===== src/rtl/edecode_pkg.sv =====
// Shared definitions for the edecode_seq decoder: mode encodings, FSM state
// encodings and the binary-to-one-hot helper.
// Optional build macro used by the top level: EDECODE_SCAN_DIR_EN.
package edecode_pkg;

    // Operating modes presented on the mode input
    localparam logic [1:0] MODE_STATIC = 2'b00;
    localparam logic [1:0] MODE_PULSE  = 2'b01;
    localparam logic [1:0] MODE_SCAN   = 2'b10;
    localparam logic [1:0] MODE_RSVD   = 2'b11;

    // FSM states; the plain constants below carry the same encoding for
    // code that keeps the state in an untyped logic vector
    typedef enum logic [1:0] {
        ST_IDLE  = 2'd0,
        ST_PULSE = 2'd1,
        ST_SCAN  = 2'd2
    } state_e;

    localparam logic [1:0] S_IDLE  = 2'd0;
    localparam logic [1:0] S_PULSE = 2'd1;
    localparam logic [1:0] S_SCAN  = 2'd2;

    // Binary index (up to 6 bits) to one-hot; callers keep the low 2**SEL_W bits
    function automatic logic [63:0] onehot(input logic [5:0] s);
        onehot = 64'd1 << s;
    endfunction

endpackage


===== src/rtl/edecode_onehot.sv =====
// Pure combinational binary-to-one-hot decoder with enable. Output is all
// zero when en_i is low.
module edecode_onehot
    import edecode_pkg::*;
#(
    parameter int SEL_W = 2
) (
    input  logic [SEL_W-1:0]        sel_i,
    input  logic                    en_i,
    output logic [(1<<SEL_W)-1:0]   y_o
);

    localparam int N = 1 << SEL_W;

    assign y_o = en_i ? N'(onehot(6'(sel_i))) : '0;

endmodule


===== src/rtl/edecode_seq.sv =====
// Registered parametrised one-hot decoder with STATIC, PULSE and SCAN modes.
// Build macro EDECODE_SCAN_DIR_EN adds a dir input selecting scan direction
// (sampled when a scan is accepted); without it scans always count upward.
module edecode_seq
    import edecode_pkg::*;
#(
    parameter int SEL_W     = 2,
    parameter int PULSE_LEN = 4,
    parameter int SCAN_DIV  = 8
) (
    input  logic                    clk,
    input  logic                    rst_n,
    input  logic                    en,
    input  logic [1:0]              mode,
    input  logic [SEL_W-1:0]        sel,
    input  logic                    in_valid,
`ifdef EDECODE_SCAN_DIR_EN
    input  logic                    dir,
`endif
    output logic                    in_ready,
    output logic [(1<<SEL_W)-1:0]   y,
    output logic                    busy,
    output logic [SEL_W-1:0]        active_idx
);

    localparam int N     = 1 << SEL_W;
    localparam int CNT_W = $clog2(PULSE_LEN + 1);
    localparam int DIV_W = $clog2(SCAN_DIV + 1);

    localparam logic [CNT_W-1:0] CNT_LOAD = CNT_W'(PULSE_LEN - 1);
    localparam logic [DIV_W-1:0] DIV_LOAD = DIV_W'(SCAN_DIV - 1);

    logic [1:0]       state_q, state_d;
    logic [CNT_W-1:0] cnt_q, cnt_d;
    logic [DIV_W-1:0] div_q, div_d;
    logic [SEL_W-1:0] idx_q, idx_d;
    logic [SEL_W-1:0] idx_step;
    logic [N-1:0]     y_q;
    logic             busy_q;
    logic [SEL_W-1:0] aidx_q;

    logic             dec_en;
    logic [SEL_W-1:0] dec_sel;
    logic [N-1:0]     dec_y;

`ifdef EDECODE_SCAN_DIR_EN
    logic             dir_q, dir_d;

    // Next scan position honours the direction latched at acceptance
    assign idx_step = dir_q ? (idx_q - SEL_W'(1)) : (idx_q + SEL_W'(1));
`else
    // Next scan position always counts upward, wrapping naturally
    assign idx_step = idx_q + SEL_W'(1);
`endif

    // A start is only possible from IDLE while enabled in PULSE or SCAN mode
    assign in_ready = (state_q == S_IDLE) && en &&
                      ((mode == MODE_PULSE) || (mode == MODE_SCAN));

    // Next-state, counter and decoder-input selection
    always_comb begin
        state_d = state_q;
        cnt_d   = cnt_q;
        div_d   = div_q;
        idx_d   = idx_q;
`ifdef EDECODE_SCAN_DIR_EN
        dir_d   = dir_q;
`endif
        dec_en  = 1'b0;
        dec_sel = idx_q;

        if (!en) begin
            // Disable aborts everything on the next edge
            state_d = S_IDLE;
            cnt_d   = '0;
            div_d   = '0;
        end else begin
            case (state_q)
                S_IDLE: begin
                    case (mode)
                        MODE_STATIC: begin
                            idx_d   = sel;
                            dec_sel = sel;
                            dec_en  = 1'b1;
                        end
                        MODE_PULSE: begin
                            if (in_valid) begin
                                idx_d   = sel;
                                dec_sel = sel;
                                dec_en  = 1'b1;
                                cnt_d   = CNT_LOAD;
                                state_d = S_PULSE;
                            end
                        end
                        MODE_SCAN: begin
                            if (in_valid) begin
                                idx_d   = sel;
                                dec_sel = sel;
                                dec_en  = 1'b1;
                                div_d   = DIV_LOAD;
`ifdef EDECODE_SCAN_DIR_EN
                                dir_d   = dir;
`endif
                                state_d = S_SCAN;
                            end
                        end
                        MODE_RSVD: begin
                            dec_en = 1'b0;
                        end
                    endcase
                end
                S_PULSE: begin
                    // Hold the strobe until the remaining-cycle count runs out
                    if (cnt_q == '0) begin
                        state_d = S_IDLE;
                    end else begin
                        cnt_d  = cnt_q - CNT_W'(1);
                        dec_en = 1'b1;
                    end
                end
                S_SCAN: begin
                    dec_en = 1'b1;
                    if (div_q == '0) begin
                        idx_d = idx_step;
                        div_d = DIV_LOAD;
                    end else begin
                        div_d = div_q - DIV_W'(1);
                    end
                    dec_sel = idx_d;
                end
                default: begin
                    state_d = S_IDLE;
                end
            endcase
        end
    end

    edecode_onehot #(
        .SEL_W (SEL_W)
    ) u_onehot (
        .sel_i (dec_sel),
        .en_i  (dec_en),
        .y_o   (dec_y)
    );

    // State, counters and registered outputs
    always_ff @(posedge clk or negedge rst_n) begin
        if (!rst_n) begin
            state_q <= S_IDLE;
            cnt_q   <= '0;
            div_q   <= '0;
            idx_q   <= '0;
            y_q     <= '0;
            busy_q  <= 1'b0;
            aidx_q  <= '0;
`ifdef EDECODE_SCAN_DIR_EN
            dir_q   <= 1'b0;
`endif
        end else begin
            state_q <= state_d;
            cnt_q   <= cnt_d;
            div_q   <= div_d;
            idx_q   <= idx_d;
            y_q     <= dec_y;
            busy_q  <= (state_d != S_IDLE);
            aidx_q  <= dec_en ? dec_sel : '0;
`ifdef EDECODE_SCAN_DIR_EN
            dir_q   <= dir_d;
`endif
        end
    end

    assign y          = y_q;
    assign busy       = busy_q;
    assign active_idx = aidx_q;

endmodule

===== config.mk =====
export PLATFORM = sky130hd
export DESIGN_NAME = edecode_seq
export DESIGN_NICKNAME = d
export VERILOG_FILES = /design/src/rtl/edecode_pkg.sv /design/src/rtl/edecode_onehot.sv /design/src/rtl/edecode_seq.sv
export SDC_FILE = /design/constraint.sdc
export NUM_CORES = 1
export LEC_CHECK = 0
export BUFFER_PORTS_ARGS = -buffer_cell sky130_fd_sc_hd__buf_2
export CAP_MARGIN = 20
export CORE_ASPECT_RATIO = 1.4
export CORE_MARGIN = 4
export CORE_UTILIZATION = 40
export DETAILED_ROUTE_END_ITERATION = 8
export PLACE_DENSITY = 0.59
export RECOVER_POWER = 25
export SETUP_SLACK_MARGIN = 0.4
export SLEW_MARGIN = 20
export SYNTH_ARGS = -nofsm -noshare
export SYNTH_HDL_FRONTEND = slang
export SYNTH_SLANG_ARGS = --single-unit

===== constraint.sdc =====
create_clock -name clk -period 3 [get_ports clk]
set_input_delay 0.6 -clock clk [delete_from_list [all_inputs] [get_ports clk]]
set_output_delay 0.6 -clock clk [all_outputs]
set_load 0.02 [all_outputs]

==> reports/metrics.cfg, run 1 <==
[placement]
dp_hpwl_mm = 1.51
portBuffers = 15
place_congestion = 0.750

[timing]
finalHoldViolations = 0
setup_viol = 0
finalSetupTns_ns = 0
period_share_pct = 72.5
fin_skew_ns = 0.00322
whs_ns = 0.417
fmax_ghz = 0.460
relSlewSlack_pct = 36.0
rsz0062_at_grt = false
drv_slew = 0
tightest_slew_ns = 0.961
fin_crit_ns = 2.18

[floorplanning]
die-area_um2 = 3390
die_w_um = 50.4
die_y_um = 67.3
core_um2 = 2390
fp-row-count = 21
ioPinCount = 16
start_util_pct = 42.1

[status]
status = complete, no violations

[routing]
drc_errors = 0
ant_nets = 0
wl_per_cell_um = 12.9
wl_mm = 1.91
drt-initial-drc-count = 14
dr_total_vias = 754
drtPass1Iterations = 4
vias_per_cell = 5.09

[synth]
synth.distinct_cells = 35
yosysTopAreaCell = dfrtp_1
synth_area_um2 = 1010
ys_top_cells_by_count = dfrtp_1, inv_1, a21oi_1, ha_1
seq_area_frac_synth_pct = 44.8
ys_async_sr_fraction_pct = 100
netlist.area_leader.share_pct = 44.8
yosys-top-cells-area = dfrtp_1, ha_1, inv_1, a21oi_1, nor3_1
syn_nets = 112
synth_most_common_cell = dfrtp_1
ys_seq_elements = 18
synthFlopType = dfrtp_1
synth-edff-count = 0
synthCells = 96
yosys_warnings = 0
syn_area_per_cell_um2 = 10.5

[layout]
seqCellArea_um2 = 450
num_antenna_cells = 0
areaGrowthSynthToFinish_pct = 15.2
nets = 131
multi_input_area_um2 = 503
n_fill_cell = 226
drive_above_1_share_pct = 23.7

[clock_tree]
holdBufCountCts = 0
cts_resized = 0
clkLatencyLatePin_ns = 0.29
cts.sink_count = 18
htreeDepth = 1
clkTransAtPathRegs_ns = 0.11
tritoncts = yes
post_cts_buffers = 0
cts_buffers = 3
clock_path_buffers = 2
cts_root_buf = clkbuf_4

[pwr]
power.density_nw_per_um2 = 494
leakage_nw = 0.578
irDropWorstVdd_mv = 0.287

[grt]
grt_max_degree = 19
antenna_found_initial = 0
grt.overflow.total = 0
grt_pass1_vias = 811
grt_first_pass_wirelength_mm = 3.47
grt_usage_pct = 13.3

[worst_hold_path]
hold_class = in -> async

[setup_path]
cp-end-kind = output pin
path_class = in -> out
crit_fanout = 5
cp_data_required_time_ns = 2.40
worstPathArrival_ns = 1.58
start_kind = input port

[run]
cap_viol_max_count = 0

==> cell type report <==
| type | count | area share, % |
|---|---|---|
| clock buffer | 4 | 3.13 |
| sequential | 18 | 38.9 |
| inverter | 12 | 3.89 |
| tap | 34 | 3.67 |
| multi-input combinational | 64 | 43.4 |
| timing repair buffer | 16 | 7.02 |
==> where the power goes <==
group	internal, W	switching, W
clock	0.0000740	0.0000780
combinational	0.0000613	0.0000773
sequential	0.000265	0.0000168
total	0.000400	0.000172
==> per-stage QoR <==
| stage | area (um^2) | setup slack (ns) | std cells | total power (W) | util [%] |
|---|---|---|---|---|---|
| global route | 1160 | 0.732 | 148 | 0.000614 | 48.5 |
| CTS | 1160 | 0.830 | 148 | 0.000581 | 48.5 |
| floorplan | 1010 | 0.832 | 96 | 0.000383 | - |
| global placement | 1120 | 0.675 | 144 | 0.000424 | 47.0 |
| detailed placement | 1120 | 0.620 | 144 | 0.000427 | 47.0 |
| finish | 1160 | 0.824 | 148 | 0.000572 | 48.5 |
==> layer usage <==
metal  vias up  track usage (%)  wire length, um
met1       363             16.1              832
met3         5             2.21               38
met4         0             5.05               32
met5         -                0                0
li1        378                -                -
met2         8             23.7             1000
==> final timing paths <==
check | from | endpoint | slack (ns) | depth (start not counted)
worst min-delay path | rst_n | div_q[2] | 0.42 | 1
max in group asynchronous | rst_n | state_q[1] | 2.00 | 1
worst max register to register | div_q[0] | y[2] | 0.93 | 7
worst min register to register | cnt_q[1] | cnt_q[1] | 0.52 | 1
min in group clk | cnt_q[1] | cnt_q[1] | 0.52 | 1
worst max-delay path | mode[0] | in_ready | 0.82 | 6
==> critical path, stage by stage <==
cell and delay (ns):
buf_2 0.11, inv_1 0.06, ha_1 0.35, inv_1 0.07
nor3_1 0.18, buf_2 0.20
==> cells in the final DEF (no fill, tap or decap), types with 2 or more instances in the layout <==
cell	count
ha_1	8
nand3b_1	2
nor2b_1	5
dfrtp_1	18
clkbuf_4	3
mux2_2	2
nor3b_1	2
a21oi_1	8
nor3_1	7
buf_2	14
nor2_1	7
inv_1	11
==> state kept, by name, summed over array words and instances (netlist names) <==
register,cells
div_q,4
y,4
cnt_q,3
active_idx,2
idx_q,2
state_q,2
busy,1
==> kinds of logic after synthesis <==
kind of cell    after synthesis  share of synthesized area, %
flops                        18                          44.8
buf+inv                      14                          5.22
mux                           3                          3.23
fa+ha+maj                     8                          9.95
xor+xnor                      1                         0.871
simple gates                 32                          19.4
compound gates               20                          16.5
(Power assumes the default switching activity.)
==> run 2: changes to the inputs <==
==> constraint.sdc (replaced) <==
create_clock -name clk -period 2.17 [get_ports clk]
set_input_delay 0.434 -clock clk [delete_from_list [all_inputs] [get_ports clk]]
set_output_delay 0.434 -clock clk [all_outputs]
set_load 0.02 [all_outputs]
==> reports/metrics.cfg, run 2 (synthesized netlist as in run 1, its figures left out) <==
[layout]
drive_above_1_share_pct = 40.0  ; was 23.7%
num_antenna_cells = 0  ; unchanged
seqCellArea_um2 = 450  ; unchanged
layout_common_cells = dfrtp_1, buf_2, buf_4, inv_1  ; was dfrtp_1, buf_2, inv_1, a21oi_1, ha_1
final_design_area_no_fill_um2 = 1330  ; was 1160 um^2
n_fill_cell = 209  ; was 226
multi_input_area_um2 = 594  ; was 503 um^2
nets = 143  ; was 131
mostFrequentLayoutCell = dfrtp_1  ; unchanged
areaGrowthSynthToFinish_pct = 32.5  ; was 15.2%

[status]
status = complete, no violations  ; unchanged

[placement]
dp_hpwl_mm = 1.62  ; was 1.51 mm
placed_cell_area_um2 = 1180  ; was 1120 um^2
portBuffers = 15  ; unchanged
dpl_worst_slack_ns = 0.0561  ; was 0.620 ns
place_congestion = 0.790  ; was 0.750

[setup_path]
path_class = reg -> reg  ; was in -> out
cp.depth = 6  ; unchanged
reg2reg_setup_slack_ns = 0.29  ; was 0.93 ns
path_cells = buf_4 > or4b_4 > o22a_4 > a221oi_4 > inv_2 > buf_4  ; was buf_2 > inv_1 > ha_1 > inv_1 > nor3_1 > buf_2
worstReg2RegEnd = idx_q[0]  ; was y[2]
crit_family = compound AO/OA/AOI/OAI gates  ; was buffers and inverters
start_kind = flip-flop  ; was input port
crit_slowest_cell = or4b_4  ; was ha_1
cpMostUsedCell = buf_4
max_stage_delay_ns = 0.49  ; was 0.35 ns
r2r-start = state_q[0]  ; was div_q[0]
crit_fanout = 3  ; was 5
r2r_cells = 6  ; was 7
cp-end-kind = flip-flop  ; was output pin
worstPathArrival_ns = 2.07  ; was 1.58 ns
cp_data_required_time_ns = 2.36  ; was 2.40 ns
worstPathBufferInverterCount = 3  ; was 4

[clock_tree]
cts_buffers = 3  ; unchanged
clkLatencyLatePin_ns = 0.29  ; about the same
clkTransAtPathRegs_ns = 0.10  ; was 0.11 ns
clock_path_buffers = 2  ; unchanged
cts_root_buf = clkbuf_4  ; unchanged
tritoncts = yes  ; unchanged
htreeDepth = 1  ; unchanged
cts.sink_count = 18  ; unchanged

[timing]
rsz0062_at_grt = true  ; was false
finalSetupTns_ns = 0  ; unchanged
period_share_pct = 86.5
finalHoldViolations = 0  ; unchanged
tightest_slew_ns = 0.958  ; was 0.961 ns
fin_skew_ns = 0.000832  ; was 0.00322 ns
setup_viol = 0  ; unchanged
whs_ns = 0.265  ; was 0.417 ns
relSlewSlack_pct = 36.1  ; was 36.0%
drv_slew = 0  ; unchanged
fmax_ghz = 0.532
fin_crit_ns = 1.88
setup_ws_ns = 0.292  ; was 0.824 ns

[pwr]
leakage_nw = 0.643  ; was 0.578 nW
power.density_nw_per_um2 = 615  ; was 494 nW/um^2
irDropWorstVdd_mv = 0.308  ; was 0.287 mV

[floorplanning]
start_util_pct = 42.1  ; unchanged
ioPinCount = 16  ; unchanged
fp-row-count = 21  ; unchanged
die_y_um = 67.3  ; unchanged
core_um2 = 2390  ; unchanged
die_w_um = 50.4  ; unchanged
die-area_um2 = 3390  ; unchanged

[grt]
grt_pass1_vias = 931  ; was 811
grt_max_degree = 19  ; unchanged
antenna_found_initial = 0  ; unchanged
grt.overflow.total = 0  ; unchanged
grt_first_pass_wirelength_mm = 4.11  ; was 3.47 mm
grt_usage_pct = 16.1  ; was 13.3%

[routing]
drt-initial-drc-count = 13  ; was 14
drc_errors = 0  ; unchanged
ant_nets = 0  ; unchanged
vias_per_cell = 5.28  ; was 5.09
dr_total_vias = 839  ; was 754
wl_mm = 2.29  ; was 1.91 mm
drtPass1Iterations = 3  ; was 4
wl_per_cell_um = 14.4  ; was 12.9 um

[worst_hold_path]
hold_class = in -> async  ; unchanged

[run]
cap_viol_max_count = 0  ; unchanged

==> run 2: cell types whose count changed in the layout (fill, tap and decap cells not counted), sizes merged <==
cell / change
clkbuf: -1
buf: +12
==> run 2: power by group <==
| part | total, W | switching, W | internal, W |
|---|---|---|---|
| logic | 0.000269 | 0.000134 | 0.000135 |
| clock network | 0.000164 | 0.0000992 | 0.0000645 |
| registers | 0.000387 | 0.0000211 | 0.000366 |
==> run 2: routing by layer <==
layer / GRT usage, % / vias up / part of all wire, % / wire length, um
met3: 2.87 / 6 / 4.6 / 106
met1: 16.1 / 413 / 37 / 851
li1: - / 400 / - / -
met2: 29.6 / 20 / 55 / 1270
met4: 11.8 / 0 / 2.9 / 66
met5: 0 / - / 0 / 0
==> run 2: worst reg2reg max path: stages, from the launching register on <==
cell	delay [ns]
dfrtp_1	0.41
buf_4	0.15
or4b_4	0.49
o22a_4	0.23
a221oi_4	0.27
inv_2	0.10
buf_4	0.14
==> run 2: cell type report <==
type / count / share of cell area [%]
timing repair buffer: 28 / 13.3
clock buffer: 3 / 1.69
tap: 34 / 3.19
multi-input combinational: 64 / 44.6
inverter: 12 / 3.38
sequential: 18 / 33.8
==> run 2: how the worst max path moves through the flow <==
stage               slack [ns]       end       start
floorplan                 0.29      y[0]     mode[0]
global placement           0.1      y[0]     mode[0]
detailed placement        0.06      y[0]     mode[0]
CTS                       0.29  in_ready  state_q[0]
global route              0.23      y[1]  state_q[0]
finish                    0.29  idx_q[0]  state_q[0]
==> run 2: what timing repair did <==
item / CTS / global route
setup endpoints to repair: 9 / 10
setup buffers: 7 / 3
pin swaps: 4 / 2
hold buffers: 0 / 0
resized for setup: 9 / 2
==> run 2: stage by stage <==
step | cells | total power [W] | utilization, %
after floorplan | 96 | 0.000538 | -
after CTS | 156 | 0.000806 | 54.3
after global routing | 159 | 0.000874 | 55.7
after global placement | 146 | 0.000601 | 49.3
final | 159 | 0.000819 | 55.7
after detailed placement | 146 | 0.000603 | 49.3
